<file path="src/rtl/instr_fetch_buffer.sv">
// Fetch front-end: credit-limited ITCM requests, in-order responses
// buffered with their PCs, redirect flush with wrong-path discard.
module instr_fetch_buffer #(
  parameter int          DEPTH    = 4,
  parameter logic [31:0] RESET_PC = 32'h0000_0000,
  parameter int          CNT_W    = $clog2(DEPTH) + 1
) (
  input  logic        clk,
  input  logic        rst_n,
  input  logic        pc_jump,
  input  logic [31:0] pc_jump_addr,
  output logic        itcm_req_valid,
  input  logic        itcm_req_ready,
  output logic [31:0] itcm_addr,
  input  logic        itcm_rsp_valid,
  input  logic [31:0] itcm_rsp_data,
  output logic        id_valid,
  input  logic        id_ready,
  output logic [31:0] id_instr,
  output logic [31:0] id_pc
);

  localparam int PW = $clog2(DEPTH);
  localparam logic [CNT_W:0]   DEPTH_U = (CNT_W+1)'(DEPTH);
  localparam logic [CNT_W-1:0] DEPTH_C = CNT_W'(DEPTH);

  // PCs are held as word addresses; the low two bits are always zero
  logic [29:0]      r_fetch_w;
  logic [29:0]      r_rsp_w;
  logic [31:0]      r_instr [DEPTH];
  logic [29:0]      r_pcw   [DEPTH];
  logic [PW-1:0]    r_wptr;
  logic [PW-1:0]    r_rptr;
  logic [CNT_W-1:0] r_count;
  logic [CNT_W-1:0] r_inflight;
  logic [CNT_W-1:0] r_discard;

  logic [29:0]      w_req_w;
  logic [CNT_W:0]   w_used;
  logic             w_accept;
  logic             w_drop;
  logic             w_push;
  logic             w_pop;
  logic [CNT_W-1:0] w_acc_c;
  logic [CNT_W-1:0] w_rsp_c;
  logic             w_unused;

  assign w_unused = ^pc_jump_addr[1:0];

  assign w_used  = {1'b0, r_inflight} + {1'b0, r_count};
  assign w_req_w = pc_jump ? pc_jump_addr[31:2] : r_fetch_w;

  assign itcm_req_valid = rst_n & (w_used < DEPTH_U);
  assign itcm_addr      = {2'b00, w_req_w};

  assign w_accept = itcm_req_valid & itcm_req_ready;
  assign w_drop   = itcm_rsp_valid & (pc_jump | (r_discard != '0));
  assign w_push   = itcm_rsp_valid & ~w_drop;

  assign id_valid = (r_count != '0) & ~pc_jump;
  assign w_pop    = id_valid & id_ready;
  assign id_instr = r_instr[r_rptr];
  assign id_pc    = {r_pcw[r_rptr], 2'b00};

  assign w_acc_c = CNT_W'(w_accept);
  assign w_rsp_c = CNT_W'(itcm_rsp_valid);

  always_ff @(posedge clk or negedge rst_n) begin
    if (!rst_n) begin
      r_fetch_w  <= RESET_PC[31:2];
      r_rsp_w    <= RESET_PC[31:2];
      r_inflight <= '0;
      r_discard  <= '0;
    end else begin
      r_inflight <= r_inflight + w_acc_c - w_rsp_c;
      if (pc_jump) begin
        // a request accepted now already fetched the target
        r_fetch_w <= pc_jump_addr[31:2] + 30'(w_accept);
        r_rsp_w   <= pc_jump_addr[31:2];
        r_discard <= r_inflight - w_rsp_c;
      end else begin
        if (w_accept)
          r_fetch_w <= r_fetch_w + 30'd1;
        if (w_push)
          r_rsp_w <= r_rsp_w + 30'd1;
        if (w_drop)
          r_discard <= r_discard - 1'b1;
      end
    end
  end

  always_ff @(posedge clk or negedge rst_n) begin
    if (!rst_n) begin
      for (int i = 0; i < DEPTH; i++) begin
        r_instr[i] <= '0;
        r_pcw[i]   <= '0;
      end
      r_wptr  <= '0;
      r_rptr  <= '0;
      r_count <= '0;
    end else begin
      a_no_overflow:
        assert (!(w_push && !w_pop && r_count == DEPTH_C));
      if (pc_jump) begin
        r_wptr  <= '0;
        r_rptr  <= '0;
        r_count <= '0;
      end else begin
        if (w_push) begin
          r_instr[r_wptr] <= itcm_rsp_data;
          r_pcw[r_wptr]   <= r_rsp_w;
          r_wptr          <= r_wptr + 1'b1;
        end
        if (w_pop)
          r_rptr <= r_rptr + 1'b1;
        r_count <= r_count + CNT_W'(w_push) - CNT_W'(w_pop);
      end
    end
  end

endmodule
</file>
<file path="config.mk">
export PLATFORM = sky130hd
export DESIGN_NAME = instr_fetch_buffer
export DESIGN_NICKNAME = d
export VERILOG_FILES = /design/src/rtl/instr_fetch_buffer.sv
export SDC_FILE = /design/constraint.sdc
export NUM_CORES = 1
export LEC_CHECK = 0
export CORE_ASPECT_RATIO = 1.75
export CORE_UTILIZATION = 50
export DETAILED_ROUTE_END_ITERATION = 12
export PLACE_DENSITY = 0.75
export SLEW_MARGIN = 20
export SYNTH_ARGS = -nofsm -noshare
export SYNTH_HDL_FRONTEND = slang
export SYNTH_SLANG_ARGS = --single-unit
</file>
<file path="constraint.sdc">
create_clock -name clk -period 2.85 [get_ports clk]
set_input_delay 0.7125 -clock clk [delete_from_list [all_inputs] [get_ports clk]]
set_output_delay 0.7125 -clock clk [all_outputs]
set_load 0.05 [all_outputs]
</file>
==> reports/metrics.yaml, run 1 <==
seq_area_mm2: 0.00804
dieHeight_um: 236
die_w_um: 136
ys_ff_latch: 321
grt_overflow: 0
start_util_pct: 50.9
ctsHoldBuffers: 0
hold_viol: 0
synth_area_mm2: 0.0157
nets: 1472
multi_input_area_mm2: 0.00725
cts-root-buf: "clkbuf_16"
drt-total-wl_um: 34600
h-tree-depth: 1
core_mm2: 0.0308
synth_edf_count: 0
crit_fanout: 2
fillers: 2338
drt-wirelength-per-cell_um: 19.3
vias_per_cell: 5.61
cp.required_ps: 2140
vias: 10100
drt_first_pass_iters: 4
grt_pass1_wl_um: 55900
vdd_drop_max_v: 0.000647
grt_max_degree: 178
fmax_mhz: 355
crit_path_top_delay_cell: "or4b_4"
cap_violations: 0
worstPathBufferInverterCount: 2
p_int_mw: 10.6
drc: 0
design_area_mm2: 0.0195
hp-class: "in2async"
p_sw_mw: 5.93
clkTransAtPathRegs_ps: 70
initialDrtViolationCount: 398
final_cells: 1796
async_reset_ff_share_pct: 100
cp.arrival_ps: 2110
worst_pin_slew_ps: 966
dp_hpwl_um: 23400
p_clk_share_pct: 25.5
portBuffers: 161
relSlewSlack_pct: 35.6
gr-usage-all-layers_pct: 22.3
clock_path_buffers: 3
p_leak_nw: 9.04
ys_seq_area_share_pct: 51.2
finalCritPeriodShare_pct: 98.9
row_count: 85
critPathCaptureType: "output pin"
routabilityCongestion: 0.879
fin_crit_ps: 2820
synth_ff_type: "dfrtp_1"
ys_types: 44
switching_share_pct: 35.8
syn-mean-instance-area_um2: 13.1
ios: 168
cts_tree: "yes"
ys_warn_count: 0
setup_violations: 0
finClkSkew_ps: 14.8
detail-route-antenna-nets: 0
hold_slack_ps: 363
cp_cell_sequence: "ha_1 -> or4b_4 -> nor2_4 -> buf_6 -> buf_12"
outcome: "finished clean"
power_frac_comb_pct: 39.4
layout-drive-gt1-share_pct: 38.6
power_frac_seq_pct: 35.1
cts_sinks: 321
post_dp_cell_area_mm2: 0.0182
placedCellCount: 1726
syn_to_final_growth_pct: 24.2
power_mw: 16.5
cp_num_cells: 5
antenna_found_initial: 0
critPathMaxStageDelay_ps: 520
rsz0062_at_grt: "yes"
rrSetupSlack_ps: 110
grt_pass1_vias: 10700
diodes: 0
slew_viol_final: 0
die_area_mm2: 0.0321
fin_util_pct: 63.2
crit_family: "simple AND/OR/NAND/NOR gates"
cp-start-kind: "register"
syn_inst: 1197
r2r_cells: 13
crit_type: "reg2out"
cts_made_buffers: 30
power_density_mw_per_mm2: 849
clk-insertion-delay-late_ps: 560
-- worst paths after layout --
kind | from | to
min in group clk | r_pcw[111] | r_pcw[111]
worst min-delay path | rst_n | r_inflight[1]
worst max-delay path | r_count[2] | itcm_req_valid
worst min register to register | r_pcw[111] | r_pcw[111]
worst max register to register | r_count[2] | r_fetch_w[28]
max in group asynchronous | rst_n | r_pcw[13]
-- cells in the final DEF, fill, tap and decap left out, drive strengths merged, types with 2 or more instances in the layout --
master         synthesis  routed
clkdlybuf4s50          0      65
conb                   1       4
fa                     2       2
xor2                  39      39
mux2                 243     243
nor2                  19      19
xnor2                 53      53
o21ai                 72      72
and3                  13      13
or3                    4       4
mux2i                 27      27
ha                    18      18
and2                   6       6
nand4                 30      30
clkinvlp               0       3
inv                   44      46
nand3b                 2       2
nand2                 77      77
a21oi                  4       4
nor2b                  3       3
nor3                  24      24
clkbuf                56      39
clkinv                 0       7
dfrtp                321     321
bufinv                 0       4
buf                   17     157
mux4                  62      62
nand3                 27      27
nor4                  12      12
and4                  11      11
-- flip-flops by register name (all words and copies together), names as in the netlist --
| signal | cells |
|---|---|
| r_count | 3 |
| r_fetch_w | 30 |
| r_instr | 128 |
| r_pcw | 120 |
| r_inflight | 3 |
| r_discard | 3 |
| r_rsp_w | 30 |
| r_rptr | 2 |
| r_wptr | 2 |
-- power groups by stage --
stage | combinational [mW] | clock, mW | sequential, mW
detailed placement | 6.22 | 0 | 5.94
finish | 6.51 | 4.22 | 5.80
CTS | 6.45 | 4.32 | 5.83
floorplan | 4.45 | 0 | 5.69
global placement | 6.13 | 0 | 5.88
global route | 6.90 | 4.50 | 5.89
-- worst reg2reg max path, stage by stage (launching register included) --
cell and delay (ps):
dfrtp_1 390, ha_1 290, or4b_4 520, nor2_4 120
buf_4 130, nand2_4 70, inv_2 90, ha_4 150
nand2_4 80, nor4_4 220, buf_2 230, nand3_1 100
xor2_1 160, mux2i_1 90
-- final cells by class --
cell class	instances	area share, %
Sequential cell	321	41.3
Timing Repair Buffer	223	12.7
Tap cell	391	2.51
Clock inverter	16	1.02
Multi-Input combinational cell	762	37.2
Clock buffer	39	4.39
Inverter	44	0.848
-- cell usage after synthesis, types with 2 or more instances --
library cell | n | area, µm²
dfrtp_1 | 321 | 8030
mux2_2 | 243 | 2740
nand2_1 | 77 | 289
o21ai_0 | 72 | 360
mux4_2 | 62 | 1400
clkbuf_1 | 56 | 210
xnor2_1 | 53 | 464
inv_1 | 44 | 165
xor2_1 | 39 | 342
nand4_1 | 29 | 181
mux2i_1 | 27 | 270
nand3_1 | 27 | 135
nor3_1 | 23 | 115
nor2_1 | 19 | 71.3
ha_1 | 18 | 225
and3_1 | 13 | 81.3
and4_1 | 11 | 96.3
buf_2 | 9 | 45.0
nor4_1 | 7 | 43.8
and2_1 | 6 | 37.5
a21oi_1 | 4 | 20.0
buf_4 | 4 | 30.0
or3_1 | 4 | 25.0
nor2b_1 | 3 | 18.8
nor4_2 | 3 | 37.5
buf_1 | 2 | 7.51
buf_6 | 2 | 22.5
fa_1 | 2 | 40.0
nor4_4 | 2 | 42.5
-- cells by family after synthesis --
group / after synthesis / share of synthesized area (%)
multiplexers: 332 / 28.1
flip-flops: 321 / 51.2
AND/OR/NAND/NOR: 234 / 8.17
buffers and inverters: 117 / 3.06
XOR/XNOR: 92 / 5.14
AO/OA/AOI/OAI: 80 / 2.62
adder cells (fa/ha/maj): 20 / 1.69
other: 1 / 0.0239
-- layer usage --
| metal | part of all wire [%] | GRT usage, % | vias to the layer above | wire [µm] |
|---|---|---|---|---|
| li1 | - | - | 4654 | - |
| met2 | 54 | 40.5 | 214 | 18600 |
| met1 | 40 | 26.8 | 5154 | 13700 |
| met4 | 3.2 | 7.95 | 0 | 1100 |
| met3 | 3.5 | 2.45 | 62 | 1210 |
| met5 | 0 | 0 | - | 0 |
-- metrics by stage --
step                setup WS (ps)  setup TNS [ps]
finish                       30.3               0
global route                -14.0           -17.0
CTS                         -67.0            -634
detailed placement           53.5               0
global placement             53.4               0
floorplan                    -204            -928
-- timing repair --
| action | CTS | global route |
|---|---|---|
| endpoints found under the setup margin | 54 | 43 |
| pin swaps | 3 | 5 |
| gates cloned | 1 | 1 |
| setup buffers | 8 | 5 |
| resized for setup | 9 | 13 |
Note: power is estimated with default switching activity, not from simulation.
==> inputs of run 2 (changes only) <==
--- a/config.mk
+++ b/config.mk
@@ -6,9 +6,10 @@
 export NUM_CORES = 1
 export LEC_CHECK = 0
 export CORE_ASPECT_RATIO = 1.75
-export CORE_UTILIZATION = 50
+export CORE_UTILIZATION = 30
+export CTS_CLUSTER_SIZE = 25
 export DETAILED_ROUTE_END_ITERATION = 12
-export PLACE_DENSITY = 0.75
+export PLACE_DENSITY = 0.49
 export SLEW_MARGIN = 20
 export SYNTH_ARGS = -nofsm -noshare
 export SYNTH_HDL_FRONTEND = slang
==> run 2 against run 1 <==
  * Core utilization fell by 24 points
  * Worst setup slack improved by 18 ps
  * Clock-buffer cell count rose by 10
  * Critical path type unchanged
  * Largest power group unchanged
==> reports/metrics.yaml, run 2 (same netlist as run 1, synthesis figures left out) <==
outcome: "finished clean"
drt-wirelength-per-cell_um: 19.4  # +0.77%
ios: 168  # unchanged
fmax_mhz: 357  # +0.63%
power_density_mw_per_mm2: 857  # +0.96%
drt-total-wl_um: 40700  # +17%
cp.arrival_ps: 2090  # -20 ps
clock_path_buffers: 3  # unchanged
dieHeight_um: 304  # +29%
grt_overflow: 0  # unchanged
finClkSkew_ps: 14.7  # -0.111 ps
multi_input_area_mm2: 0.00729  # +0.52%
final_cells: 2093  # +17%
fillers: 5011  # +110%
core_mm2: 0.0515  # +67%
row_count: 110  # +29%
cap_violations: 0  # unchanged
die_w_um: 175  # +29%
ctsHoldBuffers: 0  # unchanged
nets: 1488  # +1.1%
wl_met1_um: 16400  # +20%
syn_to_final_growth_pct: 28.6
critPathCaptureType: "output pin"
fin_crit_ps: 2800  # -17.7 ps
worst_pin_slew_ps: 994  # +27.7 ps
start_util_pct: 30.5  # -20 points
p_leak_nw: 9.21  # +1.9%
routabilityCongestion: 0.812  # -7.7%
cp-start-kind: "register"
fin_util_pct: 39.2  # -24 points
crit_fanout: 3  # +1
drt_first_pass_iters: 4  # unchanged
grt_max_degree: 166  # -6.7%
rsz0062_at_grt: "yes"
hold_viol: 0  # unchanged
die_area_mm2: 0.0532  # +66%
dp_hpwl_um: 27700  # +18%
clkTransAtPathRegs_ps: 60  # about the same
cts_sinks: 321  # unchanged
diodes: 0  # unchanged
hp-class: "in2async"
final_common_cell: "dfrtp_1"
cp.required_ps: 2140  # about the same
crit_type: "reg2out"
drc: 0  # unchanged
slew_viol_final: 0  # unchanged
h-tree-depth: 2  # +1
layout_common_cells: "dfrtp_1 (319), mux2_2 (243), buf_4 (108)"
wl_met3_um: 1440  # +19%
design_area_mm2: 0.0202  # +3.6%
setup_violations: 0  # unchanged
highest_layer: "met4"
portBuffers: 161  # unchanged
finalWorstSetupSlack_ps: 48.0  # +17.7 ps
clk-insertion-delay-late_ps: 520  # -40 ps
grt_pass1_wl_um: 63700  # +14%
vias_per_cell: 4.86  # -13%
seq_area_mm2: 0.00804  # about the same
cts_made_buffers: 35  # +17%
initialDrtViolationCount: 347  # -13%
detail-route-antenna-nets: 0  # unchanged
vias: 10200  # +0.91%
placedCellCount: 2018  # +17%
gr-usage-all-layers_pct: 15.5  # -6.8 points
dp_slack_ps: -77.4  # -131 ps
relSlewSlack_pct: 33.7  # -1.8 points
vdd_drop_max_v: 0.000460  # -29%
top_register: "r_instr"
dr_wl_met2_um: 21900  # +17%
cts_tree: "yes"
cts-root-buf: "clkbuf_16"
largest_register_ffs: 128  # unchanged
top_regs: "r_instr x128, r_pcw x120"
antenna_found_initial: 0  # unchanged
grt_pass1_vias: 10900  # +2.4%
post_dp_cell_area_mm2: 0.0188  # +3.4%
finalCritPeriodShare_pct: 98.3  # -0.62 points
layout-drive-gt1-share_pct: 38.8  # +0.27 points
run 2: changes by cell type in the layout (fill, tap and decap cells not counted), sizes merged:
cell,delta
clkinv,-5
clkbuf,+10
inv,-1
bufinv,+1
buf,+12
bufbuf,-1
run 2: what timing repair did:
action / 4_1_cts / 5_1_grt
setup buffers: 8 / 6
endpoints found under the setup margin: 54 / 9
cloned: 0 / 1
pin swaps: 1 / 6
gates resized for setup: 0 / 10
run 2: critical path, stage by stage, from the launching register on:
cell and delay [ps]:
dfrtp_1 390, ha_1 290, or4b_4 540, nor2_4 120
buf_6 110, buf_12 120
run 2: worst paths after layout:
kind | slack [ps] | cells after the start | start | to
max | 50 | 5 | r_inflight[2] | itcm_req_valid
min | 300 | 2 | rst_n | r_inflight[0]
max reg2reg | 100 | 13 | r_inflight[2] | r_fetch_w[27]
max in group asynchronous | 1060 | 3 | rst_n | r_instr[98]
min reg2reg | 480 | 2 | r_pcw[88] | r_pcw[88]
min in group clk | 480 | 2 | r_pcw[88] | r_pcw[88]
run 2: layer usage:
| metal | vias up | track usage (%) |
|---|---|---|
| met1 | 5233 | 18.0 |
| met4 | 0 | 4.43 |
| li1 | 4701 | - |
| met5 | - | 0 |
| met2 | 193 | 29.0 |
| met3 | 49 | 2.26 |
run 2: stage by stage:
stage	total power, mW	hold slack [ps]	setup TNS [ps]
floorplan	10.1	417	-928
global placement	12.5	457	-170
detailed placement	12.6	469	-189
CTS	17.6	369	0
global route	18.2	383	-57.8
finish	17.3	299	0
run 2: layout make-up:
type                            instances  area share [%]
Clock buffer                           49            4.90
Tap cell                              672            4.17
Clock inverter                         11           0.949
Multi-Input combinational cell        762            36.1
Sequential cell                       321            39.8
Timing Repair Buffer                  234            13.2
Inverter                               44           0.831
run 2: power by group:
part / switching [mW] / internal, mW / leakage (nW) / total [mW]
combinational: 3.81 / 2.93 / 4.40 / 6.73
sequential: 0.469 / 5.33 / 4.24 / 5.79
clock: 1.89 / 2.87 / 0.567 / 4.76
==> inputs of run 3 (changes only) <==
--- a/config.mk
+++ b/config.mk
@@ -5,7 +5,6 @@
 export SDC_FILE = /design/constraint.sdc
 export NUM_CORES = 1
 export LEC_CHECK = 0
-export CORE_ASPECT_RATIO = 1.75
 export CORE_UTILIZATION = 30
 export CTS_CLUSTER_SIZE = 25
 export DETAILED_ROUTE_END_ITERATION = 12
==> run 3 against run 2 <==
  * Sequential power grew 0.9%
  * Wire length shrank 2.6%
  * Critical path depth is the same
  * Power grew 4.7%
  * Via count shrank 1.9%
  * Critical path type unchanged
  * Worst setup slack gained 1.1 ps
==> reports/metrics.yaml, run 3 (same netlist as run 1, synthesis figures left out) <==
cp.required_ps: 2140  # about the same
crit_type: "reg2out"
relSlewSlack_pct: 42.5  # +8.8 points
cap_violations: 0  # unchanged
clk-insertion-delay-late_ps: 560  # +40 ps
grt_overflow: 0  # unchanged
reg2reg_to: "r_inflight[2]"
dieHeight_um: 231  # -24%
nets: 1479  # -0.60%
r2r_cells: 11  # -2
antenna_found_initial: 0  # unchanged
syn_to_final_growth_pct: 30.5
grt_pass1_vias: 10700  # -2.0%
largest_register_ffs: 128  # unchanged
worst_pin_slew_ps: 862  # -132 ps
dp_hpwl_um: 26500  # -4.3%
drt_first_pass_iters: 4  # unchanged
die_area_mm2: 0.0532  # about the same
setup_violations: 0  # unchanged
vdd_drop_max_v: 0.000345  # -25%
r2r-start: "r_count[2]"
vias_per_cell: 4.76  # -2.0%
gr-usage-all-layers_pct: 15.3  # -0.24 points
rsz0062_at_grt: "yes"
slew_viol_final: 0  # unchanged
layout_common_cells: "dfrtp_1 (318), mux2_2 (243), nand2_1 (71)"
routabilityCongestion: 0.808  # -0.44%
top_register: "r_instr"
cts-root-buf: "clkbuf_16"
final_common_cell: "dfrtp_1"
row_count: 83  # -25%
drt-wirelength-per-cell_um: 18.9  # -2.7%
cts_made_buffers: 39  # +11%
outcome: "finished clean"
fin_crit_ps: 2800  # -1.12 ps
grt_max_degree: 158  # -4.8%
start_util_pct: 30.4  # about the same
cts_tree: "yes"
top_regs: "r_instr x128, r_pcw x120"
ios: 168  # unchanged
grt_pass1_wl_um: 62700  # -1.6%
drt-total-wl_um: 39600  # -2.6%
clock_path_buffers: 3  # unchanged
p_leak_nw: 9.31  # +1.0%
portBuffers: 161  # unchanged
power_density_mw_per_mm2: 885  # +3.2%
die_w_um: 231  # +32%
vias: 9984  # -1.9%
fillers: 4931  # -1.6%
core_mm2: 0.0515  # about the same
h-tree-depth: 2  # unchanged
drc: 0  # unchanged
rrSetupSlack_ps: 150  # +50 ps
clkTransAtPathRegs_ps: 60  # about the same
layout-drive-gt1-share_pct: 38.8  # -0.047 points
cp-start-kind: "register"
power_mw: 18.1  # +4.7%
fin_util_pct: 39.7  # +0.54 points
cts_sinks: 321  # unchanged
finalCritPeriodShare_pct: 98.3  # about the same
hp-class: "in2async"
critPathCaptureType: "output pin"
fmax_mhz: 357  # about the same
cp.arrival_ps: 2090  # about the same
crit_fanout: 2  # -1
hold_viol: 0  # unchanged
finClkSkew_ps: 19.6  # +4.92 ps
detail-route-antenna-nets: 0  # unchanged
initialDrtViolationCount: 424  # +22%
[run 3: changes by cell type in the layout (fill, tap and decap cells not counted), sizes merged]
| cell | delta |
|---|---|
| buf | -14 |
| clkbuf | +4 |
| clkinv | +3 |
| inv | +3 |
| clkinvlp | -2 |
| diode | +1 |
[run 3: report_power, final]
part | switching (mW) | internal, mW | leakage (nW)
sequential | 0.511 | 5.33 | 4.24
combinational | 3.88 | 3.26 | 4.42
clock | 1.98 | 3.15 | 0.647
total | 6.37 | 11.7 | 9.31
[run 3: how the worst max path moves through the flow]
stage	startpoint	to	depth (start not counted)	slack [ps]
after floorplan	pc_jump	itcm_addr[25]	4	-200
after global placement	itcm_rsp_valid	r_count[2]	11	6
final	r_count[2]	itcm_req_valid	5	50
after CTS	r_rptr[0]	id_pc[26]	3	-40
after global routing	r_rptr[0]	id_instr[7]	3	-20
after detailed placement	itcm_rsp_valid	r_count[2]	11	40
[run 3: critical path, stage by stage, from the launching register on]
cell and delay, ps:
dfrtp_1 390, ha_1 290, or4b_4 520, nor2_4 110, buf_6 110, buf_12 120
[run 3: area by class of cell]
class / instances / area, µm² / area share (%)
multi-input combinational: 762 / 7270 / 35.5
inverter: 44 / 168 / 0.819
antenna: 1 / 2.50 / 0.0122
sequential: 321 / 8040 / 39.3
timing repair buffer: 221 / 2820 / 13.8
tap: 680 / 851 / 4.16
clock buffer: 52 / 1090 / 5.35
clock inverter: 15 / 221 / 1.08
[run 3: routing by layer]
layer,up-vias,GRT usage (%),wire length (µm)
met5,-,0,0
met4,0,4.43,783
met3,51,2.92,1710
met2,205,23.9,18100
met1,5027,21.3,19000
li1,4701,-,-
[run 3: repair_timing]
action / in CTS / in global routing
hold buffers: 0 / 0
endpoints found under the setup margin: 49 / 22
pin swaps: 1 / 2
resized for setup: 4 / 22
gates cloned: 0 / 1
buffers inserted: 5 / 1
[run 3: metrics by stage]
step                cells  hold slack [ps]  instance area [µm²]  setup slack, ps  setup TNS, ps
global placement     2021              460                19000             6.24              0
detailed placement   2021              471                19000             41.7              0
finish               2096              336                20500             49.1              0
CTS                  2093              326                20400            -43.1           -166
floorplan            1200              417                15800             -204           -928
global route         2095              377                20500            -18.8          -80.1
